===== config.mk =====
export PLATFORM = sky130hd
export DESIGN_NAME = led_bcm_driver
export DESIGN_NICKNAME = d
export VERILOG_FILES = /design/src/rtl/led_bcm_driver.sv
export SDC_FILE = /design/constraint.sdc
export NUM_CORES = 1
export LEC_CHECK = 0
export BUFFER_PORTS_ARGS = -buffer_cell sky130_fd_sc_hd__buf_4
export CAP_MARGIN = 20
export CORE_ASPECT_RATIO = 1.1
export CORE_MARGIN = 1.5
export CORE_UTILIZATION = 55
export DETAILED_ROUTE_END_ITERATION = 8
export PLACE_DENSITY_LB_ADDON = 0.05
export SLEW_MARGIN = 20
export SYNTH_ARGS = -nofsm -noshare
export SYNTH_HDL_FRONTEND = slang
export SYNTH_SLANG_ARGS = --single-unit
export TNS_END_PERCENT = 10

===== constraint.sdc =====
create_clock -name clk -period 5.8 [get_ports clk]
set_input_delay 1.16 -clock clk [delete_from_list [all_inputs] [get_ports clk]]
set_output_delay 1.16 -clock clk [all_outputs]
set_load 0.1 [all_outputs]

===== src/rtl/led_bcm_driver.sv =====
// led_bcm_driver
// HUB75 panel scan engine using binary-coded modulation (BCM).
// For every row address it shifts one bit plane of all columns into the
// panel and then latches it. The plane stays lit for LSB_CYCLES*2^plane
// clocks. The next plane is shifted in while the current one is displayed.
//
// Ports:
//   clk          clock
//   reset        synchronous, active-high reset
//   pix_x        column currently being fetched from the painter
//   pix_y        row address being fetched (upper half {0,pix_y}, lower {1,pix_y})
//   pix_plane    bit plane being fetched
//   pix_rgb0     upper-half pixel {B,G,R}, combinational answer to pix_x/pix_y
//   pix_rgb1     lower-half pixel {B,G,R}
//   led_rgb0     upper-half shift data {B,G,R}, registered
//   led_rgb1     lower-half shift data {B,G,R}, registered
//   led_addr     panel row select, registered
//   blank_ddr    output-enable-inverse phases {second half, first half}
//   latch_ddr    latch phases
//   sclk_ddr     shift-clock phases
//   frame_start  one-clock pulse on the first column of row 0, plane 0
module led_bcm_driver #(
   parameter int ADDR_BITS   = 5,
   parameter int COL_BITS    = 6,
   parameter int COLOR_BITS  = 8,
   parameter int LSB_CYCLES  = 64,
   parameter int START_DELAY = 1
) (
   input  logic                          clk,
   input  logic                          reset,
   output logic [COL_BITS-1:0]           pix_x,
   output logic [ADDR_BITS-1:0]          pix_y,
   output logic [$clog2(COLOR_BITS)-1:0] pix_plane,
   input  logic [3*COLOR_BITS-1:0]       pix_rgb0,
   input  logic [3*COLOR_BITS-1:0]       pix_rgb1,
   output logic [2:0]                    led_rgb0,
   output logic [2:0]                    led_rgb1,
   output logic [ADDR_BITS-1:0]          led_addr,
   output logic [1:0]                    blank_ddr,
   output logic [1:0]                    latch_ddr,
   output logic [1:0]                    sclk_ddr,
   output logic                          frame_start
);

   localparam int PLANE_W = $clog2(COLOR_BITS);
   localparam int TIMER_W = $clog2(LSB_CYCLES) + COLOR_BITS;
   localparam int DELAY_W = (START_DELAY > 1) ? $clog2(START_DELAY) : 1;

   typedef enum logic [5:0] {
      S_START   = 6'b000001,
      S_SHIFT   = 6'b000010,
      S_WAIT    = 6'b000100,
      S_BLANK   = 6'b001000,
      S_LATCH   = 6'b010000,
      S_UNBLANK = 6'b100000
   } state_t;

   state_t               state;
   logic [COL_BITS-1:0]  col;
   logic [ADDR_BITS-1:0] row;
   logic [PLANE_W-1:0]   plane;
   logic [TIMER_W-1:0]   on_timer;
   logic [DELAY_W-1:0]   delay;
   logic                 lit;

   logic [COLOR_BITS-1:0] r0, g0, b0, r1, g1, b1;
   logic [TIMER_W-1:0]    on_time;

   // The fetch port simply mirrors the scan position; the painter answers
   // combinationally within the same cycle.
   assign pix_x     = col;
   assign pix_y     = row;
   assign pix_plane = plane;

   assign r0 = pix_rgb0[COLOR_BITS-1:0];
   assign g0 = pix_rgb0[2*COLOR_BITS-1:COLOR_BITS];
   assign b0 = pix_rgb0[3*COLOR_BITS-1:2*COLOR_BITS];
   assign r1 = pix_rgb1[COLOR_BITS-1:0];
   assign g1 = pix_rgb1[2*COLOR_BITS-1:COLOR_BITS];
   assign b1 = pix_rgb1[3*COLOR_BITS-1:2*COLOR_BITS];

   // Binary weighting of the display time: each plane stays lit twice as
   // long as the one below it.
   assign on_time = TIMER_W'(LSB_CYCLES) << plane;

   // Scan sequencer. The on-time timer keeps running through the shift of
   // the next plane, so display and shifting overlap. S_WAIT only holds the
   // sequencer when shifting finished before the on-time expired. The timer
   // is loaded with the full on-time, which together with the blank/latch
   // steps gives a lit window of on-time + 2 clocks. When shifting takes
   // longer, the window becomes shift length + 2.
   always_ff @(posedge clk) begin
      if (reset) begin
         state       <= S_START;
         col         <= '0;
         row         <= '0;
         plane       <= '0;
         on_timer    <= '0;
         lit         <= 1'b0;
         delay       <= DELAY_W'(START_DELAY - 1);
         led_rgb0    <= 3'b000;
         led_rgb1    <= 3'b000;
         led_addr    <= '0;
         blank_ddr   <= 2'b11;
         latch_ddr   <= 2'b00;
         sclk_ddr    <= 2'b00;
         frame_start <= 1'b0;
      end else begin
         frame_start <= 1'b0;
         if (lit && on_timer != '0) begin
            on_timer <= on_timer - 1'b1;
         end
         case (state)
            S_START: begin
               if (delay == '0) begin
                  state <= S_SHIFT;
               end else begin
                  delay <= delay - 1'b1;
               end
            end
            S_SHIFT: begin
               led_rgb0    <= {b0[plane], g0[plane], r0[plane]};
               led_rgb1    <= {b1[plane], g1[plane], r1[plane]};
               sclk_ddr    <= 2'b10;
               frame_start <= (col == '0) && (row == '0) && (plane == '0);
               col         <= col + 1'b1;
               if (col == '1) begin
                  state <= S_WAIT;
               end
            end
            S_WAIT: begin
               sclk_ddr <= 2'b00;
               if (on_timer == '0) begin
                  state <= S_BLANK;
               end
            end
            S_BLANK: begin
               blank_ddr <= 2'b11;
               state     <= S_LATCH;
            end
            S_LATCH: begin
               latch_ddr <= 2'b11;
               led_addr  <= row;
               state     <= S_UNBLANK;
            end
            S_UNBLANK: begin
               latch_ddr <= 2'b00;
               blank_ddr <= 2'b00;
               lit       <= 1'b1;
               on_timer  <= on_time;
               col       <= '0;
               if (plane == PLANE_W'(COLOR_BITS - 1)) begin
                  plane <= '0;
                  row   <= row + 1'b1;
               end else begin
                  plane <= plane + 1'b1;
               end
               state <= S_SHIFT;
            end
            default: begin
               state <= S_START;
            end
         endcase
      end
   end

endmodule


=== After elaboration in Yosys (flattened, before gate mapping) ===
Index checks and enable logic that the tools add are counted.
Widths: inputs -> output; s select.

* Register bits: 54
* Input bits: 50
* Output and inout bits: 32
* Logic and storage cells: 73

* Add/subtract/negate cells: 5
* Order comparisons: 1
* Equal/unequal tests: 11
* Shift operators: 1
* Multiplexer cells: 24
* Bitwise logic cells: 1
* Reduce and logical (&&, ||, !) cells: 16

{| class="wikitable"
|+ Operators by type and width
! cell !! count
|-
| $pmux 6 s6 || 1
|-
| $mux 14 || 2
|-
| $bmux 1 s3 || 6
|-
| $mux 6 || 3
|-
| $logic_not 14->1 || 1
|-
| $reduce_bool 14->1 || 1
|-
| $shl 7x3->14 const A || 1
|-
| $sub 14x1->14 const B || 1
|-
| $eq 6x6->1 const B || 2
|-
| $pmux 2 s2 || 3
|-
| $pmux 6 s2 || 1
|-
| $reduce_bool 2->1 || 5
|-
| $mux 1 || 7
|-
| $add 6x1->6 const B || 1
|-
| $eq 6x1->1 const B || 1
|-
| $eq 6x2->1 const B || 1
|-
| $eq 6x3->1 const B || 1
|-
| $eq 6x4->1 const B || 1
|-
| $eq 6x5->1 const B || 1
|-
| $logic_not 6->1 || 1
|-
| $ne 2x2->1 const B || 3
|-
| $add 5x1->5 const B || 1
|-
| $logic_not 5->1 || 1
|-
| $lt 3x4->1 const B || 1
|-
| 10 further kinds || 12
|}

=== Logic depth before layout (Yosys ltp) ===
* Word-level depth: 4
* Gate-level depth with buffers: 8
* Mapped depth without buffers: 7

=== Worst setup path before layout ===
Ideal clock, no wire load.

* Kind: register to output
* Start point: reg, netlist name blank_ddr[0]
* End point: out blank_ddr[1]
* Data arrival time: 1.374 ns
* Data required time: 4.640 ns
* Setup slack: 3.266 ns
* Stages on the path, launching flop included: 2
* Path buffers: 1
* Cell sequence: dfxtp_1 buf_4

{| class="wikitable"
|+ RTL lines
! element !! line !! RTL
|-
| end, declared || 39 || <nowiki>output logic [1:0] blank_ddr,</nowiki>
|}

=== Worst setup path in the final report ===
* Start point: reg plane[0] (netlist: pix_plane[0])
* End point: out pix_plane[0]

{| class="wikitable"
|+ RTL lines
! element !! line !! RTL
|-
| start, declared || 61 || <nowiki>logic [PLANE_W-1:0] plane;</nowiki>
|-
| start signal, assigned || 156 || <nowiki>plane <= plane + 1'b1;</nowiki>
|-
| end, declared || 33 || <nowiki>output logic [$clog2(COLOR_BITS)-1:0] pix_plane,</nowiki>
|}

No word-level cell between the ends.

==> results.yml <==
synthesis:
  ys_async_sr_fraction_pct: 0
  seq_area_frac_synth_pct: 37.0
  synth_edf_count: 0
  synth_cells: 300
  synth.top_cell.area_share_pct: 37.0
  synth_commonest_cells: "dfxtp_1 (50), nor2_1 (45), nand2_1 (31)"
  synth_cell_types: 49
  yosysWarnings: 0
  ys_ff_latch: 50
  syn_nets: 361
  yosys.area.top_type: "dfxtp_1"
  netlist_top_cells_area: "dfxtp_1 (37%), mux4_2 (10%), nor2_1 (6.2%)"
  netlist_area_um2: 2700
  synth.most_common_cell: "dfxtp_1"
  avgSynthCellArea_um2: 9.01
  synthFlopType: "dfxtp_1"
route:
  ant_nets: 0
  num_vias: 2403
  drtIter0Drc: 110
  wl_per_cell_um: 14.1
  drcViolationCount: 0
  vias_per_cell: 5.67
  drt-pass1-iter-count: 4
  drt-total-wl_mm: 5.98
global_routing:
  grt.total_usage_pct: 22.8
  grt_max_degree: 36
  antenna_found_initial: 0
  overflow: 0
  grt_pass1_wl_mm: 10.1
  grt_pass1_vias: 2270
die:
  rows: 26
  die_area_um2: 5350
  io_pins: 82
  core_area_um2: 4680
  initial_utilization_pct: 57.7
  chipHeight_um: 76.5
  dieWidth_um: 69.9
setup_path:
  critical_path_class: "reg -> out"
  cp.required_ns: 4.64
  path_max_fanout: 18
  critPathMaxStageDelay_ns: 0.93
  path_cells: "buf_4"
  critPathBufInv: 1
  rrSetupSlack_ns: 3.44
  crit_path_top_delay_cell: "dfxtp_1"
  end_kind: "output pin"
  cp.depth: 1
  cp.arrival_ns: 1.65
  start_kind: "register"
  path_delay_family: "flip-flops"
  reg2regPathDepth: 7
pwr:
  power_leakage_nw: 1.40
  vdd_drop_max_mv: 0.146
  power_density_nw_per_um2: 219
cells_and_area:
  nets: 428
  multi_input_area_um2: 1560
  n_fill_cell: 382
  insertedDiodeCount: 0
  drive_gt1_share_pct: 29.9
  area_growth_pct: 25.3
  regArea_um2: 1000
  utilization_pct: 72.3
cts:
  clk_pin_slew_ns: 0.09
  clockBufferDepth: 2
  cts.repair.resized: 0
  cts_tree: "yes"
  cts_sinks: 50
  htreeDepth: 2
  clock_latency_ns: 0.30
  cts_hold_buf: 0
  cts_root_buf: "clkbuf_8"
  cts_setup_buffers: 0
  cts_made_buffers: 5
sta:
  fmax_mhz: 356
  slew_headroom_pct: 39.2
  setup_viol: 0
  fin_crit_ns: 2.81
  post-route-period-util_pct: 48.5
  rsz0062_at_grt: "false"
  worst_slew_pin_slew_ns: 0.911
  setup_tns_ns: 0
  clock_skew_ns: 0.00722
  finalHoldViolations: 0
  slew_viol_final: 0
placement:
  place_congestion: 0.807
  dp_hpwl_mm: 4.62
  port_buffers: 80
outcome:
  status: "completed"
run:
  drv_cap: 0
worst_hold_path:
  holdPathStages: 2
  min_path_type: "reg -> reg"
[sequential cells by signal, summed over array words and instances (netlist names), 3 cells and up]
| name | count |
|---|---|
| led_rgb1 | 3 |
| led_rgb0 | 3 |
| state | 6 |
| on_timer | 14 |
| pix_x | 6 |
| led_addr | 5 |
| pix_plane | 3 |
| pix_y | 5 |
[logic make-up (layout without fill, tap and decap cells)]
| family | after synthesis | count (layout) | synth area share (%) |
|---|---|---|---|
| AND/OR/NAND/NOR | 131 | 131 | 24.4 |
| flip-flops | 50 | 50 | 37.0 |
| AO/OA/AOI/OAI | 42 | 42 | 10.7 |
| buffers and inverters | 31 | 99 | 5.23 |
| XOR/XNOR | 17 | 17 | 5.51 |
| multiplexers | 17 | 17 | 11.9 |
| adder cells (fa/ha/maj) | 11 | 11 | 5.09 |
| other | 1 | 1 | 0.139 |
[area by class of cell]
class                      count  area share, %
clock buffer                   6           2.14
multi-input combinational    219           46.1
tap                           56           2.07
inverter                      10           1.11
timing repair buffer          81           17.9
sequential                    50           29.5
clock inverter                 2           1.11
[per-layer routing]
metal  share of wire (%)  up-vias  track usage, %
li1                    -     1200               -
met1                  44     1105            30.0
met2                  48       83            38.8
met3                 5.7       15            3.70
met4                 1.9        0            6.15
met5                   0        -               0
[stage by stage]
step / hold WS (ns) / total power, mW / instances / area [µm²] / setup WS, ns
floorplan: 0.496 / 0.465 / 300 / 2700 / 3.27
global placement: 0.467 / 0.508 / 416 / 3280 / 3.27
detailed placement: 0.480 / 0.510 / 416 / 3280 / 3.29
CTS: 0.494 / 0.748 / 424 / 3390 / 2.94
global route: 0.532 / 0.769 / 424 / 3390 / 2.81
finish: 0.493 / 0.743 / 424 / 3390 / 2.99
[worst paths after layout]
kind | start | to
hold reg to reg | latch_ddr[0]$_SDFFE_PP0P_ | latch_ddr[0]$_SDFFE_PP0P_
setup / recovery | pix_plane[0]$_SDFFE_PP0P_ | pix_plane[0]
setup reg to reg | on_timer[0]$_SDFFE_PP0P_ | on_timer[6]$_SDFFE_PP0P_
hold / removal | latch_ddr[0]$_SDFFE_PP0P_ | latch_ddr[0]$_SDFFE_PP0P_
[cell usage in the layout (no fill, tap or decap), drive strengths merged, types with 3 or more instances in the layout]
master	instances
inv	10
a211oi	3
nand2b	3
or3	6
o21ai	10
a21oi	15
nor2	46
nand4	4
nor4	12
nor3	5
clkbuf	6
nand3b	5
nand2	31
dfxtp	50
xnor2	9
a311oi	7
ha	11
nand3	6
buf	81
mux4	12
xor2	8
mux2i	3
[where the power goes]
group / internal [mW] / switching [mW] / leakage (nW)
clock network: 0.129 / 0.112 / 0.0514
logic: 0.0518 / 0.0867 / 0.946
registers: 0.354 / 0.00938 / 0.404
Power figures use the tool's default switching activity.
